<file path="src/rtl/mem_port_arbiter.sv">
// Arbitrates one fixed-latency single-port memory between instruction fetch (IF)
// and load/store (LS). LS normally wins, but IF is forced through after STARVE_MAX consecutive LS wins.
module mem_port_arbiter #(
  parameter int ADDR_W     = 32,
  parameter int DATA_W     = 32,
  parameter int MEM_LAT    = 2,
  parameter int STARVE_MAX = 4,
  localparam int SC_W      = $clog2(STARVE_MAX + 1)
) (
  input  logic              i_clk,
  input  logic              i_reset,
  // fetch port
  input  logic              i_if_req,
  input  logic [ADDR_W-1:0] i_if_addr,
  input  logic              i_if_flush,
  output logic              o_if_gnt,
  output logic              o_if_rvalid,
  output logic [DATA_W-1:0] o_if_rdata,
  // load/store port
  input  logic              i_ls_req,
  input  logic              i_ls_we,
  input  logic [ADDR_W-1:0] i_ls_addr,
  input  logic [DATA_W-1:0] i_ls_wdata,
  input  logic [3:0]        i_ls_be,
  output logic              o_ls_gnt,
  output logic              o_ls_rvalid,
  output logic [DATA_W-1:0] o_ls_rdata,
  // memory port
  output logic              o_mem_req,
  output logic              o_mem_we,
  output logic [ADDR_W-1:0] o_mem_addr,
  output logic [DATA_W-1:0] o_mem_wdata,
  output logic [3:0]        o_mem_be,
  input  logic [DATA_W-1:0] i_mem_rdata,
  // status / debug
  output logic              o_busy,
  output logic              o_dbg_state,
  output logic [SC_W-1:0]   o_dbg_starve_cnt
);

  // Handshake: a requester holds req (and its payload) until it sees gnt in the
  // same cycle; exactly MEM_LAT cycles later the owner gets a one-cycle rvalid.

  localparam int LAT_W = (MEM_LAT > 1) ? $clog2(MEM_LAT) : 1;

  typedef enum logic {
    S_IDLE = 1'b0,
    S_WAIT = 1'b1
  } state_e;

  typedef enum logic [1:0] {
    OWN_NONE = 2'd0,
    OWN_IF   = 2'd1,
    OWN_LS   = 2'd2
  } owner_e;

  state_e            state_q, state_d;
  owner_e            owner_q, owner_d;
  logic [LAT_W-1:0]  lat_q, lat_d;
  logic [SC_W-1:0]   starve_q, starve_d;
  logic              kill_q, kill_d;
  logic              ls_we_q, ls_we_d;

  logic              window;
  logic              resp;
  logic              if_elig;
  logic              ls_win;
  logic              if_win;
  logic              grant;

  // Gating with i_reset keeps every output at 0 for the whole reset pulse,
  // even though the request inputs feed the grant path combinationally.
  assign window  = i_reset && ((state_q == S_IDLE) || (lat_q == '0));
  assign resp    = i_reset && (state_q == S_WAIT) && (lat_q == '0);
  assign if_elig = i_if_req && !i_if_flush;
  assign ls_win  = window && i_ls_req && ((starve_q < SC_W'(STARVE_MAX)) || !if_elig);
  assign if_win  = window && !ls_win && if_elig;
  assign grant   = ls_win || if_win;

  // State register
  always_ff @(posedge i_clk or negedge i_reset) begin
    if (!i_reset) begin
      state_q  <= S_IDLE;
      owner_q  <= OWN_NONE;
      lat_q    <= '0;
      starve_q <= '0;
      kill_q   <= 1'b0;
      ls_we_q  <= 1'b0;
    end else begin
      state_q  <= state_d;
      owner_q  <= owner_d;
      lat_q    <= lat_d;
      starve_q <= starve_d;
      kill_q   <= kill_d;
      ls_we_q  <= ls_we_d;
    end
  end

  // Next-state logic
  always_comb begin
    state_d  = state_q;
    owner_d  = owner_q;
    lat_d    = lat_q;
    starve_d = starve_q;
    kill_d   = kill_q;
    ls_we_d  = ls_we_q;

    if (grant) begin
      state_d = S_WAIT;
      lat_d   = LAT_W'(MEM_LAT - 1);
      owner_d = ls_win ? OWN_LS : OWN_IF;
      kill_d  = 1'b0;
      ls_we_d = ls_win && i_ls_we;
    end else if (window) begin
      state_d = S_IDLE;
      owner_d = OWN_NONE;
      kill_d  = 1'b0;
      ls_we_d = 1'b0;
    end else if (state_q == S_WAIT) begin
      lat_d = lat_q - LAT_W'(1);
      if ((owner_q == OWN_IF) && i_if_flush) begin
        kill_d = 1'b1;
      end
    end

    // Starvation count only moves on arbitration cycles.
    if (window) begin
      if (ls_win && if_elig) begin
        if (starve_q != SC_W'(STARVE_MAX)) begin
          starve_d = starve_q + SC_W'(1);
        end
      end else if (if_win || !i_if_req) begin
        starve_d = '0;
      end
    end
  end

  // Output logic
  always_comb begin
    o_if_gnt    = if_win;
    o_ls_gnt    = ls_win;
    o_mem_req   = grant;
    o_mem_we    = 1'b0;
    o_mem_addr  = '0;
    o_mem_wdata = '0;
    o_mem_be    = 4'h0;
    o_if_rvalid = 1'b0;
    o_if_rdata  = '0;
    o_ls_rvalid = 1'b0;
    o_ls_rdata  = '0;

    if (ls_win) begin
      o_mem_we    = i_ls_we;
      o_mem_addr  = i_ls_addr;
      o_mem_wdata = i_ls_wdata;
      o_mem_be    = i_ls_be;
    end else if (if_win) begin
      o_mem_addr  = i_if_addr;
      o_mem_be    = 4'hF;
    end

    // A flush arriving in the response cycle itself also drops the stale fetch.
    if (resp && (owner_q == OWN_IF) && !kill_q && !i_if_flush) begin
      o_if_rvalid = 1'b1;
      o_if_rdata  = i_mem_rdata;
    end
    if (resp && (owner_q == OWN_LS)) begin
      o_ls_rvalid = 1'b1;
      o_ls_rdata  = ls_we_q ? '0 : i_mem_rdata;
    end
  end

  assign o_busy           = i_reset && (state_q == S_WAIT);
  assign o_dbg_state      = state_q;
  assign o_dbg_starve_cnt = starve_q;

`ifndef SYNTHESIS
  a_one_grant: assert property (@(posedge i_clk) disable iff (!i_reset)
    !(o_if_gnt && o_ls_gnt));
  a_one_rvalid: assert property (@(posedge i_clk) disable iff (!i_reset)
    !(o_if_rvalid && o_ls_rvalid));
  a_grant_in_window: assert property (@(posedge i_clk) disable iff (!i_reset)
    o_mem_req |-> ((state_q == S_IDLE) || (lat_q == '0)));
`endif

endmodule

</file>
<file path="config.mk">
export PLATFORM = sky130hd
export DESIGN_NAME = mem_port_arbiter
export DESIGN_NICKNAME = d
export VERILOG_FILES = /design/src/rtl/mem_port_arbiter.sv
export SDC_FILE = /design/constraint.sdc
export NUM_CORES = 1
export LEC_CHECK = 0
export CAP_MARGIN = 0
export CORE_AREA = 5 5 106 108
export CTS_BUF_LIST = sky130_fd_sc_hd__clkbuf_4
export CTS_CLUSTER_DIAMETER = 200
export CTS_CLUSTER_SIZE = 24
export DETAILED_ROUTE_END_ITERATION = 6
export DIE_AREA = 0 0 111 113
export PLACE_DENSITY_LB_ADDON = 0.25
export SYNTH_ARGS = -nofsm -noshare
export SYNTH_HDL_FRONTEND = slang
export SYNTH_SLANG_ARGS = --single-unit
export TNS_END_PERCENT = 50
</file>
<file path="constraint.sdc">
create_clock -name i_clk -period 2.7 [get_ports i_clk]
set_input_delay 0.675 -clock i_clk [delete_from_list [all_inputs] [get_ports i_clk]]
set_output_delay 0.675 -clock i_clk [all_outputs]
set_load 0.1 [all_outputs]
</file>
==> results.sh <==
export IMPL_status="finished, violations left"
export IMPL_violations="negative setup slack"
export IMPL_yosys_cell_types_count=31
export IMPL_finalWeightedCongestion=0.8038
export IMPL_place_area_mm2=0.006379
export IMPL_fmax_mhz=355.2
export IMPL_final_nets=677
export IMPL_cp_slowest_cell="mux2_4"
export IMPL_cts_path_max_buffers=2
export IMPL_initial_core_util=0.1766
export IMPL_clock_insertion_delay_worst_skew_ns=0.25
export IMPL_drt_pass1_iter_count=4
export IMPL_ctsHoldBuffers=0
export IMPL_power_density_mw_per_mm2=450.8
export IMPL_ys_flop_type="dfrtp_1"
export IMPL_ys_warn_count=0
export IMPL_vdd_drop_max_mv=0.3149
export IMPL_synth_area_per_cell_um2=7.652
export IMPL_cts_tree="yes"
export IMPL_drv_cap=0
export IMPL_holdWs_ns=0.3780
export IMPL_min_path_type="primary input to asynchronous set/reset pin"
export IMPL_syn_nets=374
export IMPL_numClockSinks=9
export IMPL_drv_slew=0
export IMPL_die_x_um=111
export IMPL_cts_root_buf="clkbuf_4"
export IMPL_wire_per_inst_um=19.33
export IMPL_seq_area_frac_synth=0.1258
export IMPL_required_ns=2.03
export IMPL_area_growth_pct=285.3
export IMPL_die_y_um=113
export IMPL_drc=0
export IMPL_cp_max_fo=5
export IMPL_cp_arrival_ns=2.14
export IMPL_path_clk_slew_ns=0.06
export IMPL_grt_pass1_wl_um=18370
export IMPL_final_hold_viol_count=0
export IMPL_fin_area_mm2=0.006899
export IMPL_fin_ws_ns=-0.1154
export IMPL_synth_edff_count=0
export IMPL_netlist_area_mm2=0.001790
export IMPL_drt_total_wl_um=13010
export IMPL_postRouteAntennaNets=0
export IMPL_fin_crit_ns=2.815
export IMPL_routed_via_density=4.339
export IMPL_rsz0062_at_grt="yes"
export IMPL_fillers=719
export IMPL_grt_usage=0.1843
export IMPL_drt_initial_drc_count=107
export IMPL_ys_ff_latch=9
export IMPL_core_area_mm2=0.01014
export IMPL_grt_overflow=0
export IMPL_port_buffer_count=280
export IMPL_grt_pass1_vias=3132
export IMPL_die_area_mm2=0.01254
export IMPL_grt_max_degree=38
export IMPL_synthArstFlopShare=1.000
export IMPL_rows=37
export IMPL_cts_buffers_inserted=3
export IMPL_dpl_hpwl_um=10430
export IMPL_path_common_cell="buf_12"
export IMPL_setup_violations=67
export IMPL_final_common_cell="buf_12"
export IMPL_tightest_slew_ns=0.2946
export IMPL_worstSetupPathType="primary input to primary output"
export IMPL_fin_skew_ns=0.005500
export IMPL_htreeDepth=1
export IMPL_worstPathCellList="buf_8 -> a21bo_4 -> a211oi_4 -> buf_6 -> buf_12 -> clkbuf_16 -> mux2_4 -> buf_12"
export IMPL_end_kind="primary output"
export IMPL_netlist_instances=234
export IMPL_io_pins=281
export IMPL_startpoint_type="primary input"
export IMPL_period_share=1.043
export IMPL_layout_drive_gt1_share=0.5821
export IMPL_vias=2920
export IMPL_power_leakage_nw=3.051
export IMPL_antenna_found_initial=1
export IMPL_layout_common_cells="buf_12, clkdlybuf4s50_1, and2_4"
export IMPL_slew_headroom=0.8015
export IMPL_max_stage_delay_ns=0.33
## metal layers
layer  track usage  up-vias  part of all wire
li1              -     1389                 -
met5             0        -                 0
met3       0.07647        6              0.10
met2        0.3617      174              0.55
met1        0.1815     1351              0.34
met4       0.03530        0            0.0099
## where the power goes
group          total, mW  leakage (nW)  switching [mW]  internal (mW)
Combinational       2.79          2.92            1.65           1.14
Clock              0.112        0.0184          0.0454         0.0668
Sequential         0.203         0.117          0.0341          0.169
## cells by family (layout without fill, tap and decap cells)
group           after synthesis  count (layout)  share of synthesized area
flops                         9               9                     0.1258
compound gates               19              19                    0.08456
other cells                   0               1                          0
fa+ha+maj                     2               2                    0.01397
mux                          32              32                     0.2013
buf+inv                      28             330                    0.07407
simple gates                144             144                     0.5003
## repair_timing
action	4_1_cts	5_1_grt
gates resized for setup	59	37
setup endpoints to repair	138	133
cloned	3	4
pin swaps	8	27
buffers inserted	8	7
## metrics by stage
stage	utilization	setup WS (ns)	instances	setup TNS (ns)	total power [mW]
2_1_floorplan	-	-0.2525	234	-9.959	1.728
3_3_place_gp	0.6292	-0.5200	648	-56.47	2.774
3_5_place_dp	0.6292	-0.5704	648	-60.18	2.796
4_1_cts	0.6590	-0.08124	663	-1.637	3.074
5_1_grt	0.6805	-0.1806	673	-9.566	3.212
6_report	0.6805	-0.1154	673	-4.171	3.110
## worst max-delay path: cells and delay by family
kind	cells	cell delay, ns
muxes	1	0.33
AOI/OAI and AO/OA	2	0.45
buffers and inverters	5	0.68
## cells in the mapped netlist, types with 2 or more instances
master,number,area [µm²]
a21o_1,6,45.04
a21oi_1,2,10.01
a32o_1,2,20.02
and2_1,99,619.3
and3_1,32,200.2
buf_2,5,25.02
buf_6,2,22.52
clkbuf_1,12,45.04
clkbuf_2,2,10.01
dfrtp_1,9,225.2
ha_1,2,25.02
inv_1,6,22.52
mux2_1,12,135.1
mux2_2,20,225.2
nand2_1,3,11.26
nand2b_1,2,12.51
nor2_1,2,7.510
nor2b_1,2,12.51
o21ai_0,2,10.01
## path summary, 6_finish.rpt
path / from / cells after the start / endpoint / slack [ns]
max reg2reg: o_dbg_state / 6 / o_dbg_state / 1.17
min: i_reset / 3 / o_dbg_state / 0.38
min reg2reg: owner_q[1] / 1 / owner_q[1] / 0.52
max in group asynchronous: i_reset / 3 / o_dbg_starve_cnt[2] / 2.22
min in group i_clk: owner_q[1] / 1 / owner_q[1] / 0.52
max: i_reset / 8 / o_mem_addr[16] / -0.12
## area by class of cell
type	instances	area (µm²)	share of cell area
diodes	1	2.502	0.0003627
clock buffers	4	30.03	0.004353
inverters	6	22.52	0.003264
multi-input cells	197	1720	0.2494
flip-flops and latches	9	229.0	0.03319
well taps	136	170.2	0.02466
repair buffers	320	4725	0.6848
## sequential cells by signal (all words and copies together), names as in the netlist
register          flops
o_dbg_starve_cnt      3
owner_q               2
kill_q                1
lat_q                 1
ls_we_q               1
o_dbg_state           1
No activity file was read; power rests on OpenSTA's default activity.
==> RTL edit (config.mk and constraints unchanged) <==
Encoding of `owner_e`: now one-hot (3 bits for 3 values).
--- a/src/rtl/mem_port_arbiter.sv
+++ b/src/rtl/mem_port_arbiter.sv
@@ -49,8 +49,8 @@
   } state_e;
 
-  typedef enum logic [1:0] {
-    OWN_NONE = 2'd0,
-    OWN_IF   = 2'd1,
-    OWN_LS   = 2'd2
+  typedef enum logic [2:0] {
+    OWN_NONE = 3'b001,
+    OWN_IF   = 3'b010,
+    OWN_LS   = 3'b100
   } owner_e;
 
Function: no difference found for any inputs over 10 cycles, from zero or initial values and one cycle with i_reset low; not proved beyond that.
==> RTL edit against the unedited design <==
The run still ends with setup timing left. Power decreased by 2.7%. First-iteration DRC count decreased by 28%. Routed wire length decreased by 2.6%. Critical path depth decreased by 1. Sequential share of layout area increased by 0.34 points. Highest routed layer unchanged. Cell area increased by 0.98%. Sequential cell count increased by 1. Count of clock-buffer cells in the layout unchanged. Largest cell class unchanged. Area after synthesis increased by 2.1%. Maximum frequency increased by 2.4%. Sequential power increased by 18%. Setup slack improved by 67 ps.
==> RTL edit: results (changes against the unedited design) <==
| Metric | Value |
|---|---|
| Status | finished, violations left |
| Failing checks | setup timing |
| Leakage power | 3.09 nW (+1.3%) |
| Post-synthesis adder-cell area fraction | 1.37% (-0.029 points) |
| Share of cells above drive strength 1 | 61.7% (+3.5 points) |
| Cells after DPL | 657 (+1.4%) |
| Placed Area | 0.00655 mm² (+2.6%) |
| Sum Neg Setup Slack | -1290 ps (+2880 ps) |
| Final Skew | 5.12 ps (-0.383 ps) |
| Grt met1 use | 18.7% (+0.50 points) |
| GR Util All Layers | 18.8% (+0.39 points) |
| Global-route wire length before repair | 18900 µm (+2.8%) |
| Worst Path Arrival | 2070 ps (-70 ps) |
| Met3 GRT Util | 7.17% (-0.48 points) |
| Post-synthesis cell type count | 33 (+6.5%) |
| Final setup vio count | 45 (-33%) |
| Filler cells | 701 (-2.5%) |
| Vias in the first global route | 3192 (+1.9%) |
| Max_slew headroom | 79.6% (-0.57 points) |
| Met2 GRT Util | 37.2% (+1.1 points) |
| Most frequent cells after synthesis | and2_1 (99), and3_1 (32), mux2_2 (31) |
| Largest net degree at the start of global routing | 37 (-2.6%) |
| Setup WS post-layout | -48.6 ps (+66.8 ps) |
| Antenna Cells | 0 (-1) |
| Leading post-synthesis cells by cell area | and2_1 (34%), mux2_2 (19%), dfrtp_1 (12%), and3_1 (11%), clkbuf_1 (3.5%) |
| Wirelength, routed | 12700 µm (-2.6%) |
| Via Count | 2961 (+1.4%) |
==> RTL edit: critical path, stage by stage <==
cell and delay (ps):
buf_6 80, a21bo_4 230, a211oi_4 240, buf_6 190, clkbuf_16 170, mux2_4 310
buf_12 170
==> RTL edit: cell families (layout without fill, tap and decap cells) <==
family                   Yosys count  in the layout
AND/OR/NAND/NOR                  146            146
flip-flops                        10             10
AO/OA/AOI/OAI                     21             21
buffers and inverters             27            329
adder cells (fa/ha/maj)            2              2
multiplexers                      32             32
==> RTL edit: per-stage QoR <==
step / worst slack, ps / power, mW / utilization [%]
finish: -48.6 / 3.03 / 68.7
global route: -125 / 3.13 / 68.7
CTS: -46.0 / 3.02 / 67.4
detailed placement: -494 / 2.76 / 64.6
global placement: -503 / 2.73 / 64.6
floorplan: -128 / 1.72 / -
==> RTL edit: worst paths after layout <==
path | from | to | slack [ps] | cells after the start
worst min register to register | owner_q[1]$_DFFE_PN0P_ | owner_q[1]$_DFFE_PN0P_ | 490 | 1
worst max-delay path | i_reset | o_mem_addr[9] | -50 | 7
max in group asynchronous | i_reset | owner_q[0]$_DFFE_PN1P_ | 2090 | 3
worst max register to register | o_dbg_state$_DFFE_PN0P_ | o_dbg_starve_cnt[0]$_DFFE_PN0P_ | 1050 | 6
min in group i_clk | owner_q[1]$_DFFE_PN0P_ | owner_q[1]$_DFFE_PN0P_ | 490 | 1
worst min-delay path | i_reset | lat_q$_DFFE_PN0P_ | 260 | 2
==> RTL edit: report_power, final <==
group	internal, mW	leakage [nW]	switching, mW
logic	1.10	2.95	1.56
clock network	0.0671	0.0184	0.0525
registers	0.197	0.127	0.0418
==> RTL edit: per-layer routing <==
layer  vias up  share of wire (%)
li1       1405                  -
met1      1366                 33
met2       180                 56
met3        10                9.7
met4         0                1.4
met5         -                  0
==> RTL edit: layout make-up <==
class / count / area, µm² / share of cell area (%)
multi-input combinational: 201 / 1790 / 25.8
tap: 136 / 170 / 2.44
timing repair buffer: 319 / 4690 / 67.4
clock buffer: 4 / 30.0 / 0.431
sequential: 10 / 255 / 3.66
inverter: 6 / 22.5 / 0.323
==> RTL edit: repair_timing <==
item | in CTS | in global routing
gates resized for setup | 52 | 33
endpoints found under the setup margin | 138 | 109
endpoints found under the hold margin | 0 | 0
cloned | 3 | 4
pin swaps | 7 | 17
buffers inserted | 6 | 5
